$ cat src/rtl/tsense_readout.sv
// tsense_readout: buffers sensor results in a FIFO and serialises each as a framed 16-bit word; TSENSE_RO_AVG_EN averages capture pairs
module tsense_readout #(
    parameter int DEPTH   = 4,
    parameter int CLKDIV  = 4,
    parameter int GAP_CYC = 8
) (
    input  logic                     clk,
    input  logic                     reset,
    input  logic                     pwrup,
    input  logic                     valid_i,
    input  logic [7:0]               data_i,
    output logic                     sdo,
    output logic                     sfr,
    output logic                     busy,
    output logic                     ovf,
    output logic [$clog2(DEPTH):0]   level
);
    localparam int AW = $clog2(DEPTH);
    localparam int LW = AW + 1;
    localparam int CW = $clog2(CLKDIV > GAP_CYC ? CLKDIV : GAP_CYC) + 1;

    typedef enum logic [1:0] {IDLE, SHIFT, GAP} state_t;
    state_t state, state_n;

    logic          valid_q, cap, push_req, push_ok, drop, load, bit_end, gap_end;
    logic [2:0]    seq;
    logic [10:0]   mem [DEPTH];
    logic [AW-1:0] wr_ptr, rd_ptr;
    logic [15:0]   sr, frame;
    logic [3:0]    bit_cnt;
    logic [CW-1:0] cnt;
    logic [7:0]    push_data;
    logic [LW-1:0] lvl_after;
    logic [31:0]   lvl_ext;

    assign cap = valid_i & ~valid_q & pwrup;

`ifdef TSENSE_RO_AVG_EN
    logic       pend_v;
    logic [7:0] pend_d;
    logic [8:0] sum;
    assign sum       = {1'b0, pend_d} + {1'b0, data_i} + 9'd1;
    assign push_req  = cap & pend_v;
    assign push_data = 8'(sum >> 1);
    always_ff @(posedge clk or posedge reset)
        if (reset) begin
            pend_v <= 1'b0;
            pend_d <= '0;
        end else if (!pwrup) begin
            pend_v <= 1'b0;
        end else if (cap) begin
            pend_v <= ~pend_v;
            if (!pend_v) pend_d <= data_i;
        end
`else
    assign push_req  = cap;
    assign push_data = data_i;
`endif

    // A full FIFO still accepts a push when the same cycle pops
    assign push_ok   = push_req & ((level < LW'(DEPTH)) | load);
    assign drop      = push_req & ~push_ok;
    assign lvl_after = level - LW'(1);
    assign lvl_ext   = 32'(lvl_after);
    assign frame     = {1'b1, ovf, mem[rd_ptr], lvl_ext > 32'd7 ? 3'd7 : lvl_ext[2:0]};
    assign sdo       = sr[15];
    assign busy      = state != IDLE;

    always_comb begin
        load    = state == IDLE && pwrup && level != '0;
        bit_end = cnt == CW'(CLKDIV - 1);
        gap_end = cnt == CW'(GAP_CYC - 1);
        state_n = state == IDLE  ? (load ? SHIFT : IDLE) :
                  state == SHIFT ? (bit_end && bit_cnt == 4'd15 ? GAP : SHIFT) :
                                   (gap_end ? IDLE : GAP);
    end

    always_ff @(posedge clk)
        if (push_ok) mem[wr_ptr] <= {seq, push_data};

    always_ff @(posedge clk or posedge reset)
        if (reset) begin
            state   <= IDLE;
            valid_q <= 1'b0;
            seq     <= '0;
            wr_ptr  <= '0;
            rd_ptr  <= '0;
            level   <= '0;
            ovf     <= 1'b0;
            sr      <= '0;
            sfr     <= 1'b0;
            bit_cnt <= '0;
            cnt     <= '0;
        end else begin
            state   <= state_n;
            valid_q <= valid_i;
            ovf     <= drop | (ovf & ~load);
            if (!pwrup) begin
                wr_ptr <= '0;
                rd_ptr <= '0;
                level  <= '0;
            end else begin
                if (push_ok) begin
                    wr_ptr <= wr_ptr + 1'b1;
                    seq    <= seq + 1'b1;
                end
                if (load) rd_ptr <= rd_ptr + 1'b1;
                level <= level + LW'(push_ok) - LW'(load);
            end
            // sr shifts in zeros, so sdo is already low once the last bit leaves
            if (load) begin
                sr      <= frame;
                sfr     <= 1'b1;
                cnt     <= '0;
                bit_cnt <= '0;
            end else if (state == SHIFT) begin
                cnt <= bit_end ? '0 : cnt + 1'b1;
                if (bit_end) begin
                    sr      <= sr << 1;
                    bit_cnt <= bit_cnt + 1'b1;
                    sfr     <= bit_cnt != 4'd15;
                end
            end else if (state == GAP) begin
                cnt <= gap_end ? '0 : cnt + 1'b1;
            end
        end
endmodule
$ cat config.mk
export PLATFORM = sky130hd
export DESIGN_NAME = tsense_readout
export DESIGN_NICKNAME = d
export VERILOG_FILES = /design/src/rtl/tsense_readout.sv
export SDC_FILE = /design/constraint.sdc
export NUM_CORES = 1
export LEC_CHECK = 0
export ABC_CLOCK_PERIOD_IN_PS = 5400
export CORE_MARGIN = 10
export CORE_UTILIZATION = 59
export CTS_CLUSTER_DIAMETER = 40
export CTS_CLUSTER_SIZE = 8
export DETAILED_ROUTE_END_ITERATION = 8
export GPL_TIMING_DRIVEN = 0
export PLACE_DENSITY = 0.89
export SLEW_MARGIN = 30
export SYNTH_ARGS = -nofsm -noshare
export SYNTH_HDL_FRONTEND = slang
export SYNTH_SLANG_ARGS = --single-unit
export TNS_END_PERCENT = 30
$ cat constraint.sdc
create_clock -name clk -period 5.4 [get_ports clk]
set_input_delay 0.54 -clock clk [delete_from_list [all_inputs] [get_ports clk]]
set_output_delay 0.54 -clock clk [all_outputs]
set_load 0.05 [all_outputs]
==> out/summary.json, run 1 <==
{
  "timing": {
    "setup_viol": 0,
    "tightest_slew_ns": 0.632,
    "timing.final.ws_setup_ns": 2.48,
    "tns_ns": 0,
    "max-slew-margin-rel": 0.579,
    "max_freq_ghz": 0.342,
    "finalHoldViolations": 0,
    "finalHoldWorstSlack_ns": 0.472,
    "final.period_utilization": 0.541,
    "rsz0062_at_grt": "no",
    "skew_ns": 0.00999,
    "finalMaxSlewViolations": 0,
    "period_needed_ns": 2.92
  },
  "synth": {
    "yosys_warnings": 0,
    "synth_area_leader_cell": "sky130_fd_sc_hd__edfxtp_1",
    "post_synth_most_frequent_cells": "sky130_fd_sc_hd__edfxtp_1, sky130_fd_sc_hd__dfrtp_1, sky130_fd_sc_hd__nand2_1, sky130_fd_sc_hd__ha_1, sky130_fd_sc_hd__mux4_2",
    "synth.most_common_cell": "sky130_fd_sc_hd__edfxtp_1",
    "synth.net_count": 267,
    "synth_largest_type_area_fraction": 0.368,
    "portion_of_the_post_synthesis_area_used_by_sequential_elements": 0.640,
    "synth-async-reset-ratio": 0.470,
    "synth_edf_count": 44,
    "yosys-top-cells-area": "sky130_fd_sc_hd__edfxtp_1, sky130_fd_sc_hd__dfrtp_1, sky130_fd_sc_hd__mux4_2",
    "synth.ff_latch_count": 83,
    "postSynth.topFlopCell": "sky130_fd_sc_hd__edfxtp_1",
    "synth_area_sq_mm": 0.00359,
    "syn_avg_cell_area_sq_um": 14.8,
    "synth_cells": 243,
    "synth_cell_type_count": 46
  },
  "min_path": {
    "holdCritPathClass": "in -> async"
  },
  "drt": {
    "detail_route.drc_violations": 0,
    "drtPass1Iterations": 4,
    "total_number_of_vias": 1999,
    "final_antenna_net_count": 0,
    "drt_iter0_markers": 85,
    "wl_per_cell_um": 17.9,
    "routed_wirelength_um": 6320,
    "routed_via_density": 5.66
  },
  "clocking": {
    "tritoncts_clock_tree": "yes",
    "post-cts-setup-buffer-count": 0,
    "cts_hold_buf": 0,
    "cts-resized-gates": 0,
    "clock_latency_reported_for_the_late_side_of_the_worst_skew_pair_ns": 0.35,
    "clock_tree.buffer_depth": 2,
    "cts.root.buffer_cell": "sky130_fd_sc_hd__clkbuf_8",
    "path_clk_slew_ns": 0.09,
    "cts_htree_levels": 3,
    "tritoncts_num_sinks": 83,
    "numCtsBuffers": 9
  },
  "power_and_ir_drop": {
    "internal_power_mw": 1.24,
    "power.share.clock": 0.216,
    "sequentialPowerShare": 0.471,
    "power_switching_share": 0.349,
    "pwr_density_cell_mw_per_mm2": 471,
    "total_leakage_power_nw": 1.58,
    "post-layout-total-power_mw": 1.91,
    "proportion_of_power_drawn_by_combinational_gates": 0.313,
    "irDropWorstVdd_mv": 0.262,
    "net_switching_mw": 0.667
  },
  "critical_path": {
    "cp_max_fo": 10,
    "critical_path.endpoint_type": "flip-flop",
    "start_of_the_worst_register_to_register_path": "level[1]$_DFF_PP0_",
    "worstSetupPathType": "in -> reg",
    "data_arrival_time_at_the_worst_slack_endpoint_ns": 3.17,
    "cp_data_required_time_ns": 5.65,
    "startpoint_type": "input port",
    "timing.critical_path.from": "pwrup"
  },
  "die": {
    "coreArea_sq_mm": 0.00592,
    "num_io_pins": 19,
    "core.rowCount": 28,
    "die_w_um": 98.0,
    "start_util": 0.606,
    "die_height_um": 98.0,
    "floorplan.die_area_sq_mm": 0.00960
  },
  "cells_and_area": {
    "flow.area_growth_from_synthesis_pct": 13.2,
    "fillerInstances": 396,
    "antenna-diode-count": 0,
    "drive_gt1_frac": 0.198,
    "layout.nets": 297
  },
  "placed_design": {
    "detailedPlacementHpwl_um": 4580,
    "pre_cts_ws_ns": 2.10,
    "io_buffers": 18,
    "finalWeightedCongestion": 0.737
  },
  "global_route": {
    "gr-total-overflow": 0,
    "via_count_of_the_first_global_routing_pass": 2187,
    "antenna_found_initial": 0,
    "global_route.usage.total": 0.139,
    "grt_max_degree": 27,
    "grt_first_pass_wirelength_um": 10800
  },
  "run": {
    "timing.max_cap.violations": 0
  },
  "outcome": {
    "status": "finished, final reports clean"
  }
}
==> registers in the layout (all words and copies together) (netlist names), 2 cells and up <==
name and count:
mem 44, level 3, cnt 4, rd_ptr 2, seq 3, sr 16
wr_ptr 2, state 2, bit_cnt 4
==> per-layer routing <==
layer	global-route usage	wire length (um)	vias to the layer above
met3	0.0268	185	17
met5	0	0	-
met2	0.226	3240	41
li1	-	-	940
met4	0.0772	176	0
met1	0.169	2720	1001
==> power by group through the flow <==
stage	clock, mW	sequential (mW)	combinational, mW
after floorplan	0	0.939	0.412
after CTS	0.421	0.900	0.606
after global placement	0	0.903	0.576
after detailed placement	0	0.913	0.604
final	0.413	0.901	0.598
after global routing	0.451	0.917	0.664
==> through the flow <==
step | utilization | cell area (sq um) | instances
2_1_floorplan | - | 3590 | 243
3_5_place_dp | 0.656 | 3880 | 337
5_1_grt | 0.686 | 4060 | 353
4_1_cts | 0.686 | 4060 | 353
3_3_place_gp | 0.652 | 3860 | 336
6_report | 0.686 | 4060 | 353
==> worst paths after layout <==
path                            depth (start not counted)  slack (ns)                    end
worst max-delay path                                   14        2.48     level[2]$_DFF_PP0_
worst min-delay path                                    2        0.47  rd_ptr[1]$_DFFE_PP0P_
worst max register to register                         14        2.57     level[2]$_DFF_PP0_
worst min register to register                          2        0.49      sr[0]$_DFFE_PP0P_
max in group asynchronous                               3        4.48     level[1]$_DFF_PP0_
min in group clk                                        2        0.49      sr[0]$_DFFE_PP0P_
==> kinds of logic after synthesis <==
| logic type | count (synthesis) | share of synthesized area |
|---|---|---|
| buf+inv | 21 | 0.0342 |
| compound gates | 32 | 0.0760 |
| mux | 16 | 0.0833 |
| fa+ha+maj | 12 | 0.0439 |
| flops | 83 | 0.640 |
| xor+xnor | 10 | 0.0265 |
| simple gates | 69 | 0.0959 |
==> cells in the final DEF, fill, tap and decap left out, types with 2 or more instances in the layout <==
cell type	instances
sky130_fd_sc_hd__a211oi_1	2
sky130_fd_sc_hd__ha_1	11
sky130_fd_sc_hd__nor2_1	6
sky130_fd_sc_hd__nand4_1	2
sky130_fd_sc_hd__nor2_2	2
sky130_fd_sc_hd__mux2i_1	4
sky130_fd_sc_hd__nand2_1	37
sky130_fd_sc_hd__dfrtp_1	39
sky130_fd_sc_hd__buf_2	2
sky130_fd_sc_hd__buf_4	3
sky130_fd_sc_hd__o22a_1	2
sky130_fd_sc_hd__inv_6	4
sky130_fd_sc_hd__xnor2_1	6
sky130_fd_sc_hd__a22oi_2	5
sky130_fd_sc_hd__a21oi_1	2
sky130_fd_sc_hd__inv_1	8
sky130_fd_sc_hd__nand3_1	4
sky130_fd_sc_hd__mux4_2	11
sky130_fd_sc_hd__edfxtp_1	44
sky130_fd_sc_hd__xor2_1	3
sky130_fd_sc_hd__buf_6	4
sky130_fd_sc_hd__o21ai_0	5
sky130_fd_sc_hd__nor2b_1	3
sky130_fd_sc_hd__nand2b_1	2
sky130_fd_sc_hd__inv_2	3
sky130_fd_sc_hd__clkbuf_8	9
sky130_fd_sc_hd__and2_1	7
sky130_fd_sc_hd__a22oi_1	6
sky130_fd_sc_hd__clkdlybuf4s50_1	18
==> worst max-delay path, stage by stage <==
cell	delay [ns]
sky130_fd_sc_hd__clkdlybuf4s50_1	0.54
sky130_fd_sc_hd__buf_2	0.24
sky130_fd_sc_hd__nand3b_1	0.13
sky130_fd_sc_hd__a21oi_2	0.16
sky130_fd_sc_hd__buf_4	0.19
sky130_fd_sc_hd__inv_1	0.06
sky130_fd_sc_hd__ha_1	0.26
sky130_fd_sc_hd__inv_1	0.05
sky130_fd_sc_hd__ha_1	0.13
sky130_fd_sc_hd__inv_1	0.05
sky130_fd_sc_hd__fa_1	0.38
sky130_fd_sc_hd__xnor2_1	0.15
sky130_fd_sc_hd__xnor2_1	0.13
sky130_fd_sc_hd__and2_1	0.16
==> final cells by class <==
class	count	area, sq um	share of cell area
clock inverters	7	57.6	0.0142
plain buffers	10	81.3	0.0200
clock buffers	9	124	0.0305
well taps	75	93.8	0.0231
flip-flops and latches	83	2300	0.565
inverters	11	41.3	0.0102
repair buffers	19	200	0.0493
multi-input cells	139	1170	0.288
(Power assumes the default switching activity.)
==> run 2, diff against run 1 <==
Settings changed: ABC_CLOCK_PERIOD_IN_PS 5400 to 2620, CORE_UTILIZATION 59 to 53, PLACE_DENSITY 0.89 to 0.85.
Clock period 5.4 ns to 2.62 ns, I/O delays scaled along.
==> run 2 against run 1 <==
Effect of this change: die area grew 9.0%; count of clock-buffer cells in the layout stayed put; combinational power up 110%; global-route usage down 0.65 points; via count fell by 0.35%; clock power is 100% higher; final area increased by 1.6%; first-iteration DRC count fell by 16%; sequential share of layout area down 0.76 points; setup slack worse by 2.4 ns; sequential cell count unchanged; register-to-register slack worse by 2.5 ns.
==> out/summary.json, run 2 (same netlist as run 1, synthesis figures left out) <==
{
  "outcome": {
    "status": "finished, final reports clean"
  },
  "placed_design": {
    "pre_cts_ws_ns": -0.303,
    "io_buffers": 18,
    "detailedPlacementHpwl_um": 4530,
    "finalWeightedCongestion": 0.731
  },
  "timing": {
    "finalHoldWorstSlack_ns": 0.220,
    "max_freq_ghz": 0.397,
    "finalHoldViolations": 0,
    "period_needed_ns": 2.52,
    "skew_ns": 0.00842,
    "timing.final.ws_setup_ns": 0.104,
    "tightest_slew_ns": 0.616,
    "max-slew-margin-rel": 0.589,
    "tns_ns": 0,
    "final.period_utilization": 0.960,
    "setup_viol": 0,
    "finalMaxSlewViolations": 0
  },
  "die": {
    "num_io_pins": 19,
    "die_w_um": 102,
    "coreArea_sq_mm": 0.00646,
    "core.rowCount": 29,
    "die_height_um": 102,
    "floorplan.die_area_sq_mm": 0.0105,
    "start_util": 0.556
  },
  "drt": {
    "routed_via_density": 5.56,
    "total_number_of_vias": 1992,
    "drt_iter0_markers": 71,
    "detail_route.drc_violations": 0,
    "routed_wirelength_um": 6420,
    "wl_per_cell_um": 17.9,
    "final_antenna_net_count": 0,
    "drtPass1Iterations": 4
  },
  "global_route": {
    "global_route.usage.total": 0.132,
    "gr-total-overflow": 0,
    "antenna_found_initial": 0,
    "via_count_of_the_first_global_routing_pass": 2115,
    "grt_first_pass_wirelength_um": 10500,
    "grt_max_degree": 23
  },
  "clocking": {
    "path_clk_slew_ns": 0.09,
    "tritoncts_clock_tree": "yes",
    "clock_latency_reported_for_the_late_side_of_the_worst_skew_pair_ns": 0.35,
    "clock_tree.buffer_depth": 2,
    "numCtsBuffers": 9,
    "cts_hold_buf": 0,
    "tritoncts_num_sinks": 83,
    "cts_htree_levels": 3,
    "cts.root.buffer_cell": "sky130_fd_sc_hd__clkbuf_8"
  },
  "cells_and_area": {
    "antenna-diode-count": 0,
    "layout_common_cells": "sky130_fd_sc_hd__edfxtp_1, sky130_fd_sc_hd__nand2_1, sky130_fd_sc_hd__dfrtp_1",
    "flow.area_growth_from_synthesis_pct": 15.1,
    "drive_gt1_frac": 0.246,
    "fin_util": 0.639,
    "layout.nets": 300,
    "layout_commonest_cell": "sky130_fd_sc_hd__edfxtp_1",
    "top_regs": "mem x44, sr x16",
    "largest-register": "mem",
    "largest_register_ffs": 44
  },
  "critical_path": {
    "data_arrival_time_at_the_worst_slack_endpoint_ns": 2.77,
    "cp_max_fo": 10,
    "startpoint_type": "input port",
    "cp_data_required_time_ns": 2.87,
    "worstSetupPathType": "in -> reg",
    "critical_path.endpoint_type": "flip-flop"
  },
  "power_and_ir_drop": {
    "total_leakage_power_nw": 1.60,
    "pwr_density_cell_mw_per_mm2": 962,
    "irDropWorstVdd_mv": 0.594
  },
  "min_path": {
    "holdCritPathClass": "in -> async"
  },
  "run": {
    "timing.max_cap.violations": 0
  }
}
-- run 2: cell count changes in the layout (fill, tap and decap cells not counted), sizes merged --
cell    previous run  this run
buf               11        14
clkinv             1         4
inv               16        13
-- run 2: final timing paths --
path,from,to,slack (ns),depth (start not counted)
setup / recovery,pwrup,level[2]$_DFF_PP0_,0.10,14
hold / removal,reset,seq[0]$_DFFE_PP0P_,0.22,2
setup reg to reg,level[0]$_DFF_PP0_,level[2]$_DFF_PP0_,0.11,14
hold reg to reg,sr[4]$_DFFE_PP0P_,sr[5]$_DFFE_PP0P_,0.49,2
max in group asynchronous,reset,state[0]$_DFF_PP0_,1.93,3
min in group clk,valid_i,valid_q$_DFF_PP0_,0.37,1
-- run 2: what timing repair did --
item | CTS | global route
gates cloned | 0 | 0
gates resized for setup | 0 | 8
pin swaps | 0 | 1
setup buffers | 1 | 2
endpoints found under the setup margin | 1 | 1
-- run 2: stage by stage --
step                      cell area, sq um  power (mW)  instances
final                                 4130        3.97        358
after global routing                  4130        4.21        358
after CTS                             4090        3.95        356
after detailed placement              3900        3.13        339
after global placement                3870        3.06        338
after floorplan                       3600        2.79        243
-- run 2: routing by layer --
metal	up-vias	global-route usage	routed length, um
met5	-	0	0
met4	0	0.0575	73
met3	7	0.0385	212
met2	25	0.221	3360
met1	1010	0.156	2770
li1	950	-	-
-- run 2: power by group --
part	internal, mW	switching (mW)	leakage [nW]
sequential	1.65	0.207	0.880
clock	0.350	0.478	0.0900
combinational	0.595	0.690	0.626
-- run 2: layout make-up --
type                            count  area (sq um)
Multi-Input combinational cell    139          1190
Clock buffer                        9           124
Sequential cell                    83          2300
Clock inverter                      7          52.6
Inverter                           11          41.3
Buffer                             10          91.3
Timing Repair Buffer               22           230
Fill cell                         470          2330
Tap cell                           77          96.3
-- run 2: critical path: stages --
cell and delay [ns]:
sky130_fd_sc_hd__clkdlybuf4s50_1 0.55, sky130_fd_sc_hd__buf_6 0.16, sky130_fd_sc_hd__nand3b_1 0.12, sky130_fd_sc_hd__a21oi_2 0.17
sky130_fd_sc_hd__buf_4 0.19, sky130_fd_sc_hd__inv_1 0.05, sky130_fd_sc_hd__ha_1 0.26, sky130_fd_sc_hd__inv_1 0.06
sky130_fd_sc_hd__ha_1 0.13, sky130_fd_sc_hd__inv_1 0.05, sky130_fd_sc_hd__fa_2 0.35, sky130_fd_sc_hd__xnor2_2 0.15
sky130_fd_sc_hd__xnor2_1 0.12, sky130_fd_sc_hd__and2_1 0.15
==> run 3, diff against run 2 <==
Settings changed: CELL_PAD_IN_SITES_DETAIL_PLACEMENT set to 1, CELL_PAD_IN_SITES_GLOBAL_PLACEMENT set to 2, CORE_UTILIZATION 53 to 39, CTS_CLUSTER_DIAMETER 40 to 100.
==> run 3 against run 2 <==
Effect of this change: setup slack gained 0.015 ns; count of clock-buffer cells in the layout is the same; total power grew 5.8%; combinational power is essentially flat; utilization shrank 16 points; final area grew 2.1%; maximum frequency grew 0.59%; critical path depth is the same; register-to-register slack is essentially flat; critical endpoint unchanged; largest cell class unchanged; largest power group unchanged; highest routed layer unchanged.
==> out/summary.json, run 3 (same netlist as run 1, synthesis figures left out) <==
{
  "outcome": {
    "status": "finished, final reports clean"
  },
  "drt": {
    "detail_route.drc_violations": 0,
    "wl_per_cell_um": 17.9,
    "total_number_of_vias": 1986,
    "final_antenna_net_count": 0,
    "drt_iter0_markers": 76,
    "drtPass1Iterations": 4,
    "routed_wirelength_um": 6990,
    "routed_via_density": 5.09
  },
  "cells_and_area": {
    "drive_gt1_frac": 0.245,
    "flow.area_growth_from_synthesis_pct": 17.5,
    "largest_register_ffs": 44,
    "fillerInstances": 884,
    "top_regs": "mem x44, sr x16",
    "fin_util": 0.477,
    "layout_commonest_cell": "sky130_fd_sc_hd__edfxtp_1",
    "final-instance-count-excl-fill": 390,
    "layout_common_cells": "sky130_fd_sc_hd__edfxtp_1, sky130_fd_sc_hd__nand2_1, sky130_fd_sc_hd__dfrtp_1",
    "layout.nets": 301,
    "largest-register": "mem",
    "design_area_sq_mm": 0.00422,
    "antenna-diode-count": 0
  },
  "timing": {
    "period_needed_ns": 2.50,
    "rsz0062_at_grt": "no",
    "tightest_slew_ns": 0.661,
    "tns_ns": 0,
    "finalHoldViolations": 0,
    "final.period_utilization": 0.955,
    "max_freq_ghz": 0.400,
    "max-slew-margin-rel": 0.559,
    "skew_ns": 0.00857,
    "setup_viol": 0,
    "finalHoldWorstSlack_ns": 0.164,
    "finalMaxSlewViolations": 0,
    "timing.final.ws_setup_ns": 0.119
  },
  "placed_design": {
    "placed_area_sq_mm": 0.00393,
    "detailedPlacementHpwl_um": 4920,
    "io_buffers": 18,
    "pre_cts_ws_ns": -0.370,
    "finalWeightedCongestion": 0.698,
    "dpl.cell_count": 370
  },
  "global_route": {
    "gr-total-overflow": 0,
    "grt_max_degree": 30,
    "via_count_of_the_first_global_routing_pass": 2221,
    "grt_first_pass_wirelength_um": 11700,
    "antenna_found_initial": 0,
    "global_route.usage.total": 0.114
  },
  "power_and_ir_drop": {
    "post-layout-total-power_mw": 4.20,
    "internal_power_mw": 2.79,
    "pwr_density_cell_mw_per_mm2": 997,
    "sequentialPowerShare": 0.443,
    "proportion_of_power_drawn_by_combinational_gates": 0.306,
    "power_switching_share": 0.335,
    "net_switching_mw": 1.41,
    "irDropWorstVdd_mv": 0.397,
    "power.share.clock": 0.251,
    "total_leakage_power_nw": 1.62
  },
  "critical_path": {
    "rr_endpoint": "level[2]$_DFF_PP0_",
    "start_of_the_worst_register_to_register_path": "level[1]$_DFF_PP0_",
    "setup.reg_to_reg.worst_slack_ns": 0.12,
    "cp_data_required_time_ns": 2.87,
    "r2r.worst_path.cells": 14,
    "critical_path.endpoint_type": "flip-flop",
    "cp_max_fo": 10,
    "data_arrival_time_at_the_worst_slack_endpoint_ns": 2.75,
    "startpoint_type": "flip-flop",
    "worstSetupPathType": "reg -> reg"
  },
  "die": {
    "core.rowCount": 34,
    "coreArea_sq_mm": 0.00885,
    "start_util": 0.406,
    "die_w_um": 116,
    "floorplan.die_area_sq_mm": 0.0134,
    "num_io_pins": 19,
    "die_height_um": 116
  },
  "clocking": {
    "path_clk_slew_ns": 0.09,
    "cts.root.buffer_cell": "sky130_fd_sc_hd__clkbuf_8",
    "numCtsBuffers": 9,
    "cts_htree_levels": 3,
    "tritoncts_clock_tree": "yes",
    "cts_hold_buf": 0,
    "clock_tree.buffer_depth": 2,
    "clock_latency_reported_for_the_late_side_of_the_worst_skew_pair_ns": 0.35,
    "tritoncts_num_sinks": 83
  },
  "run": {
    "timing.max_cap.violations": 0
  },
  "min_path": {
    "holdCritPathClass": "in -> async"
  }
}
-- run 3: how the worst max path moves through the flow --
stage	startpoint	end	slack, ns	depth (start not counted)
4_1_cts	pwrup	level[2]$_DFF_PP0_	0.009	14
3_5_place_dp	pwrup	level[2]$_DFF_PP0_	-0.37	14
5_1_grt	level[1]$_DFF_PP0_	level[2]$_DFF_PP0_	0.0002	14
3_3_place_gp	pwrup	level[2]$_DFF_PP0_	-0.31	14
6_report	level[1]$_DFF_PP0_	level[2]$_DFF_PP0_	0.12	14
2_1_floorplan	level[1]$_DFF_PP0_	level[2]$_DFF_PP0_	0.006	14
-- run 3: metal layers --
layer / GRT usage / part of all wire / vias up
met5: 0 / 0 / -
met4: 0.0500 / 0.017 / 0
met3: 0.0238 / 0.019 / 8
met2: 0.188 / 0.51 / 14
met1: 0.143 / 0.45 / 1023
li1: - / - / 941
-- run 3: worst max-delay path, cell delays in order (launching register included) --
cell and delay [ns]:
sky130_fd_sc_hd__dfrtp_2 0.46, sky130_fd_sc_hd__inv_2 0.08, sky130_fd_sc_hd__ha_1 0.18, sky130_fd_sc_hd__nand2b_4 0.08, sky130_fd_sc_hd__nand3_1 0.10, sky130_fd_sc_hd__inv_2 0.06
sky130_fd_sc_hd__buf_6 0.15, sky130_fd_sc_hd__ha_1 0.29, sky130_fd_sc_hd__inv_1 0.06, sky130_fd_sc_hd__ha_1 0.13, sky130_fd_sc_hd__inv_1 0.05, sky130_fd_sc_hd__fa_2 0.33
sky130_fd_sc_hd__xnor2_1 0.19, sky130_fd_sc_hd__xnor2_1 0.08, sky130_fd_sc_hd__and2_1 0.16
-- run 3: layout make-up --
cell class | count | area [sq um] | share of cell area
Clock buffer | 9 | 124 | 0.0294
Sequential cell | 83 | 2300 | 0.546
Tap cell | 108 | 135 | 0.0320
Inverter | 11 | 41.3 | 0.00979
Buffer | 10 | 95.1 | 0.0226
Clock inverter | 7 | 104 | 0.0246
Multi-Input combinational cell | 139 | 1180 | 0.281
Timing Repair Buffer | 23 | 230 | 0.0546
-- run 3: power groups by stage --
stage	clock network [mW]	logic [mW]	registers, mW
floorplan	0	0.852	1.94
global placement	0	1.22	1.87
detailed placement	0	1.26	1.89
CTS	1.08	1.28	1.86
global route	1.14	1.43	1.91
finish	1.05	1.29	1.86
-- run 3: timing repair --
action,CTS,global route
setup endpoints to repair,1,1
resized for setup,1,7
setup buffers,1,3
pin swaps,0,1
